**config.mk**
```make
export PLATFORM = sky130hd
export DESIGN_NAME = gpio_pad_ctrl
export DESIGN_NICKNAME = d
export VERILOG_FILES = /design/src/rtl/gpio_pad_ctrl_pkg.sv /design/src/rtl/gpio_pad_ctrl_debounce.sv /design/src/rtl/gpio_pad_ctrl.sv
export SDC_FILE = /design/constraint.sdc
export NUM_CORES = 1
export LEC_CHECK = 0
export CAP_MARGIN = 0
export CORE_ASPECT_RATIO = 0.75
export CORE_MARGIN = 2
export CORE_UTILIZATION = 30
export CTS_CLUSTER_DIAMETER = 100
export DETAILED_ROUTE_END_ITERATION = 16
export PLACE_DENSITY = 0.58
export SLEW_MARGIN = 10
export SYNTH_ARGS = -nofsm -noshare
export SYNTH_HDL_FRONTEND = slang
export SYNTH_SLANG_ARGS = --single-unit
```
**constraint.sdc**
```tcl
create_clock -name clk -period 2.4 [get_ports clk]
set_clock_uncertainty 0.05 [all_clocks]
set_input_delay 0.36 -clock clk [delete_from_list [all_inputs] [get_ports clk]]
set_output_delay 0.36 -clock clk [all_outputs]
set_load 0.02 [all_outputs]
```
**src/rtl/gpio_pad_ctrl_pkg.sv**
```systemverilog
// Shared register map and address helpers for the GPIO pad controller.
// Offsets are byte addresses; the low two address bits never select a register.
package gpio_pad_ctrl_pkg;

    localparam int GPIO_ADDR_W = 5;

    typedef enum logic [GPIO_ADDR_W-1:0] {
        GPIO_DIR        = 5'h00,
        GPIO_OUT        = 5'h04,
        GPIO_IN         = 5'h08,
        GPIO_OD         = 5'h0C,
        GPIO_RISE_EN    = 5'h10,
        GPIO_FALL_EN    = 5'h14,
        GPIO_IRQ_STATUS = 5'h18,
        GPIO_RSVD       = 5'h1C
    } gpio_reg_e;

    function automatic logic [GPIO_ADDR_W-1:0] word_addr(input logic [GPIO_ADDR_W-1:0] addr);
        return {addr[GPIO_ADDR_W-1:2], 2'b00};
    endfunction

endpackage

```
**src/rtl/gpio_pad_ctrl_debounce.sv**
```systemverilog
// One pad bit: 2-flop synchroniser, stability counter and debounced level.
// rise/fall are combinational and valid in the cycle the debounced level updates.
module gpio_debounce #(
    parameter int DEBOUNCE_CYCLES = 16
) (
    input  logic clk,
    input  logic reset_,
    input  logic pad_in,
    output logic deb,
    output logic rise,
    output logic fall
);

    localparam int CNT_W = (DEBOUNCE_CYCLES > 0) ? $clog2(DEBOUNCE_CYCLES + 1) : 1;

    logic s1;
    logic s2;
    logic deb_next;

    always_ff @(posedge clk or negedge reset_) begin
        if (!reset_) begin
            s1  <= 1'b0;
            s2  <= 1'b0;
            deb <= 1'b0;
        end else begin
            s1  <= pad_in;
            s2  <= s1;
            deb <= deb_next;
        end
    end

    generate
        if (DEBOUNCE_CYCLES == 0) begin : g_bypass
            assign deb_next = s2;
        end else begin : g_count
            localparam logic [CNT_W-1:0] CNT_MAX = CNT_W'(DEBOUNCE_CYCLES - 1);

            logic [CNT_W-1:0] cnt;
            logic [CNT_W-1:0] cnt_next;

            // Any disagreement with the current level must persist for the full window.
            always_comb begin
                cnt_next = '0;
                deb_next = deb;
                if (s2 != deb) begin
                    if (cnt == CNT_MAX) begin
                        deb_next = s2;
                    end else begin
                        cnt_next = cnt + 1'b1;
                    end
                end
            end

            always_ff @(posedge clk or negedge reset_) begin
                if (!reset_) begin
                    cnt <= '0;
                end else begin
                    cnt <= cnt_next;
                end
            end
        end
    endgenerate

    assign rise = ~deb & deb_next;
    assign fall = deb & ~deb_next;

endmodule

```
**src/rtl/gpio_pad_ctrl.sv**
```systemverilog
// Core-side GPIO controller: register file, pad drive, debounced inputs,
// sticky edge status and a registered level interrupt.
module gpio_pad_ctrl
    import gpio_pad_ctrl_pkg::*;
#(
    parameter int NR_GPIOS        = 8,
    parameter int DEBOUNCE_CYCLES = 16
) (
    input  logic                   clk,
    input  logic                   reset_,
    input  logic                   req_valid,
    input  logic                   req_wr,
    input  logic [GPIO_ADDR_W-1:0] req_addr,
    input  logic [31:0]            req_wdata,
    output logic                   rsp_valid,
    output logic [31:0]            rsp_rdata,
    output logic [NR_GPIOS-1:0]    pad_ena,
    output logic [NR_GPIOS-1:0]    to_pad,
    input  logic [NR_GPIOS-1:0]    from_pad,
    output logic                   irq
);

    logic [NR_GPIOS-1:0] dir_q;
    logic [NR_GPIOS-1:0] out_q;
    logic [NR_GPIOS-1:0] od_q;
    logic [NR_GPIOS-1:0] rise_en_q;
    logic [NR_GPIOS-1:0] fall_en_q;
    logic [NR_GPIOS-1:0] status_q;
    logic [NR_GPIOS-1:0] status_next;
    logic [NR_GPIOS-1:0] w1c_mask;
    logic [NR_GPIOS-1:0] deb;
    logic [NR_GPIOS-1:0] rise;
    logic [NR_GPIOS-1:0] fall;
    logic [NR_GPIOS-1:0] wdata;
    logic [NR_GPIOS-1:0] rd_bits;
    logic [GPIO_ADDR_W-1:0] addr_w;
    logic wr_en;
    logic rd_en;
    logic unused_ok;

    assign addr_w    = word_addr(req_addr);
    assign wdata     = req_wdata[NR_GPIOS-1:0];
    assign wr_en     = req_valid & req_wr;
    assign rd_en     = req_valid & ~req_wr;
    assign unused_ok = ^{req_addr[1:0], req_wdata};

    for (genvar g = 0; g < NR_GPIOS; g++) begin : g_bit
        gpio_debounce #(
            .DEBOUNCE_CYCLES(DEBOUNCE_CYCLES)
        ) u_deb (
            .clk    (clk),
            .reset_ (reset_),
            .pad_in (from_pad[g]),
            .deb    (deb[g]),
            .rise   (rise[g]),
            .fall   (fall[g])
        );
    end

    always_ff @(posedge clk or negedge reset_) begin
        if (!reset_) begin
            dir_q     <= '0;
            out_q     <= '0;
            od_q      <= '0;
            rise_en_q <= '0;
            fall_en_q <= '0;
        end else if (wr_en) begin
            case (addr_w)
                GPIO_DIR:     dir_q     <= wdata;
                GPIO_OUT:     out_q     <= wdata;
                GPIO_OD:      od_q      <= wdata;
                GPIO_RISE_EN: rise_en_q <= wdata;
                GPIO_FALL_EN: fall_en_q <= wdata;
                default:      ;
            endcase
        end
    end

    // Open-drain bits only ever pull low: release the pad when OUT is high.
    assign pad_ena = dir_q & ~(od_q & out_q);
    assign to_pad  = out_q & ~od_q;

    // New edge events are OR-ed in after the clear so a same-cycle set wins.
    assign w1c_mask    = (wr_en && addr_w == GPIO_IRQ_STATUS) ? wdata : '0;
    assign status_next = (status_q & ~w1c_mask) | (rise & rise_en_q) | (fall & fall_en_q);

    always_ff @(posedge clk or negedge reset_) begin
        if (!reset_) begin
            status_q <= '0;
            irq      <= 1'b0;
        end else begin
            status_q <= status_next;
            irq      <= |status_q;
        end
    end

    always_comb begin
        rd_bits = '0;
        case (addr_w)
            GPIO_DIR:        rd_bits = dir_q;
            GPIO_OUT:        rd_bits = out_q;
            GPIO_IN:         rd_bits = deb;
            GPIO_OD:         rd_bits = od_q;
            GPIO_RISE_EN:    rd_bits = rise_en_q;
            GPIO_FALL_EN:    rd_bits = fall_en_q;
            GPIO_IRQ_STATUS: rd_bits = status_q;
            default:         rd_bits = '0;
        endcase
    end

    always_ff @(posedge clk or negedge reset_) begin
        if (!reset_) begin
            rsp_valid <= 1'b0;
            rsp_rdata <= '0;
        end else begin
            rsp_valid <= rd_en;
            if (rd_en) begin
                rsp_rdata <= 32'(rd_bits);
            end
        end
    end

endmodule

```
==> results by group <==
Layout
  – Area Growth Syn to Fin: 25.9%
  – Layout cells sized above 1: 0.193
  – Diode count: 0
  – Fin nets: 608
  – Fillers: between 1500 and 2000

Clocking
  – PostCTS Resize Cnt: 0
  – H-tree level count: 4
  – Clock transition at path regs: ~60 ps
  – CTS tree: yes
  – Longest Clk Path Bufs: 2
  – Clock latency on the worst-skew pair: approximately 410 ps
  – Root Buffer: clkbuf_16
  – Hold buffer count at CTS: 1
  – Post-CTS Setup Repair Bufs: 0
  – Clock Sinks: around 120
  – TritonCTS Buffers: 17

Min path
  – Hold Crit Class: register to register
  – Hold Crit Depth: 0
  – Min-delay src: g_bit[1].u_deb.s1
  – Hold Path End: g_bit[1].u_deb.s2

Run status
  – Status: completed

Drt
  – DRT Wirelength: approximately 12000 um
  – Vias/cell: 4.58
  – Initial DRC Count: between 200 and 300
  – Residual DRC count: 0
  – Via Count: 3713
  – Drt wl/cell: between 15 and 20 um
  – DR pass1 iterations: 4
  – ANT nets after route: 0

STA
  – Post-layout minimum cycle time: 2120 ps
  – Period utilisation layout: 0.881
  – Final setup violating endpoints: 0
  – Final Hold Vio Count: 0
  – PnR worst setup slack: 285 ps
  – Max Fclk: 473 MHz
  – Fin Setup TNS: 0 ps
  – RSZ-0062 raised after global routing: no
  – Slew Limit Fails: 0

Logic synthesis
  – Most common cell in the netlist: dfrtp_1
  – Ys Warns: 0
  – Top cells by area, synth: dfrtp_1 (55%), mux2_2 (8.1%), xor2_1 (3.8%)
  – Post-synth ARST share: 1.00
  – Post-Synthesis Cells: about 470
  – Post-synth top area share: 0.546
  – Post-synth top cells: dfrtp_1 (122), mux2_2 (40), nand2_1 (32)
  – Register area share after synthesis: 0.546
  – Netlist cell types: 35
  – Mapped Avg Cell Area: about 12 um2
  – Post-synth EDFFs: 0
  – Area leader, netlist: dfrtp_1
  – Main synth FF type: dfrtp_1
  – Synthesized cell area: between 0.005 and 0.006 mm2
  – Seq cells post-synth: ~120

Worst setup path
  – Crit-path max FO: 4
  – Reg-to-reg slack, setup: 1000 ps
  – Worst r2r dst: g_bit[0].u_deb.deb
  – CP Class: register to output port
  – WP data required: 1990 ps
  – CP startpoint kind: register
  – Crit path arrival time: ~1700 ps
  – Reg2reg path depth: 4
  – FF-to-FF Start: g_bit[0].u_deb.g_count.cnt[0]
  – CP Capture Type: output port

Global route
  – Number of global-route vias before repair: around 3800
  – Antenna violations before repair: 0
  – Largest net degree at the start of global routing: 56
  – GRT Overall Usage: 0.133
  – First-pass GRT wire length: ~20000 um
  – Grt total ovfl: 0

Place
  – Routability cong.: ~0.81
  – Worst slack at placement: 225 ps
  – Port buffer count: between 40 and 50
  – Hpwl dp: about 8800 um

Pwr
  – Power Internal: around 4.3 mW
  – Seq pwr share: 0.421
  – Pwr dens: 840 mW/mm2
  – Peak VDD IR: 0.000477 V
  – Static leakage: ~3.2 nW
  – Switching power: about 1.6 mW
  – Clock network power share: 0.424
  – Final Power: ~6 mW
  – Gate power share: 0.155
  – Switching share of power: 0.267

Floorplan
  – Die Ht: around 120 um
  – Die ar.: approximately 0.020 mm2
  – Die span in x: around 160 um
  – IO Pins: between 90 and 100
  – CORE AREA: 0.0183 mm2
  – # rows: 43
  – Initial core utilization: 0.305

Flow run
  – Max Cap Viol: 0
power by group through the flow:
stage | Combinational, mW | Sequential [mW] | Clock [mW]
3_3_place_gp | 0.907 | 2.51 | 0
6_report | 0.916 | 2.49 | 2.50
2_1_floorplan | 0.556 | 2.48 | 0
5_1_grt | 1.00 | 2.53 | 2.66
4_1_cts | 0.930 | 2.49 | 2.55
3_5_place_dp | 0.924 | 2.52 | 0
cell type report:
cell class                 count  area (um2)  area share
sequential                   122        3050       0.434
multi-input combinational    332        2340       0.333
timing repair buffer          72         723       0.103
clock buffer                  20         457      0.0649
tap                          247         309      0.0439
clock inverter                12         124      0.0176
inverter                       6        27.5     0.00391
kinds of logic after synthesis:
| family | Yosys count | synth area share |
|---|---|---|
| buf+inv | 42 | 0.0499 |
| mux | 64 | 0.131 |
| flops | 122 | 0.546 |
| other cells | 1 | 0.000671 |
| fa+ha+maj | 8 | 0.0179 |
| simple gates | 154 | 0.152 |
| compound gates | 58 | 0.0651 |
| xor+xnor | 24 | 0.0376 |
worst max path at each step:
stage	start	end	slack, ps	depth (start not counted)
after floorplan	req_addr[3]	dir_q[0]	850	6
after global placement	req_addr[4]	out_q[6]	230	5
after detailed placement	req_addr[4]	out_q[4]	230	5
after CTS	out_q[0]	pad_ena[0]	230	2
after global routing	out_q[7]	pad_ena[7]	170	2
final	out_q[7]	pad_ena[7]	280	2
layout by cell type, fill, tap and decap left out, types with 7 or more instances in the layout:
cell type	count
dfrtp_1	122
clkdlybuf4s50_1	47
mux2_2	40
nand2_1	32
nor2_1	28
xor2_1	24
conb_1	24
o21ai_0	23
nand3b_1	21
buf_4	19
nand3_1	17
clkbuf_16	17
mux2i_1	16
and2_1	13
nand4b_1	10
a22o_1	8
nor2b_1	8
a21boi_0	8
and3_1	8
mux2_4	8
ha_1	8
a21oi_1	7
worst max-delay path, stage by stage, from the launching register on:
cell,delay [ps]
dfrtp_1,420
a21boi_0,230
clkdlybuf4s50_1,640
per-layer routing:
metal / global-route usage / routed length (um) / part of all wire
met1: 0.180 / 5920 / 0.48
met2: 0.208 / 5810 / 0.47
met3: 0.0351 / 578 / 0.046
met5: 0 / 0 / 0
met4: 0.0465 / 131 / 0.011
state kept, by name, indices dropped and copies added (netlist names):
name / cells
rsp_rdata: 8
g_bit.u_deb.deb: 8
rise_en_q: 8
g_bit.u_deb.s2: 8
fall_en_q: 8
status_q: 8
g_bit.u_deb.g_count.cnt: 40
rsp_valid: 1
irq: 1
g_bit.u_deb.s1: 8
dir_q: 8
od_q: 8
out_q: 8
stage by stage:
stage / utilization / area [um2] / instances / hold WS, ps
2_1_floorplan: - / 5680 / 496 / 14.4
3_3_place_gp: 0.351 / 6450 / 778 / 252
3_5_place_dp: 0.351 / 6450 / 778 / 255
4_1_cts: 0.384 / 7040 / 811 / 297
5_1_grt: 0.384 / 7040 / 811 / 307
6_report: 0.384 / 7040 / 811 / 295
Power figures use the tool's default switching activity.
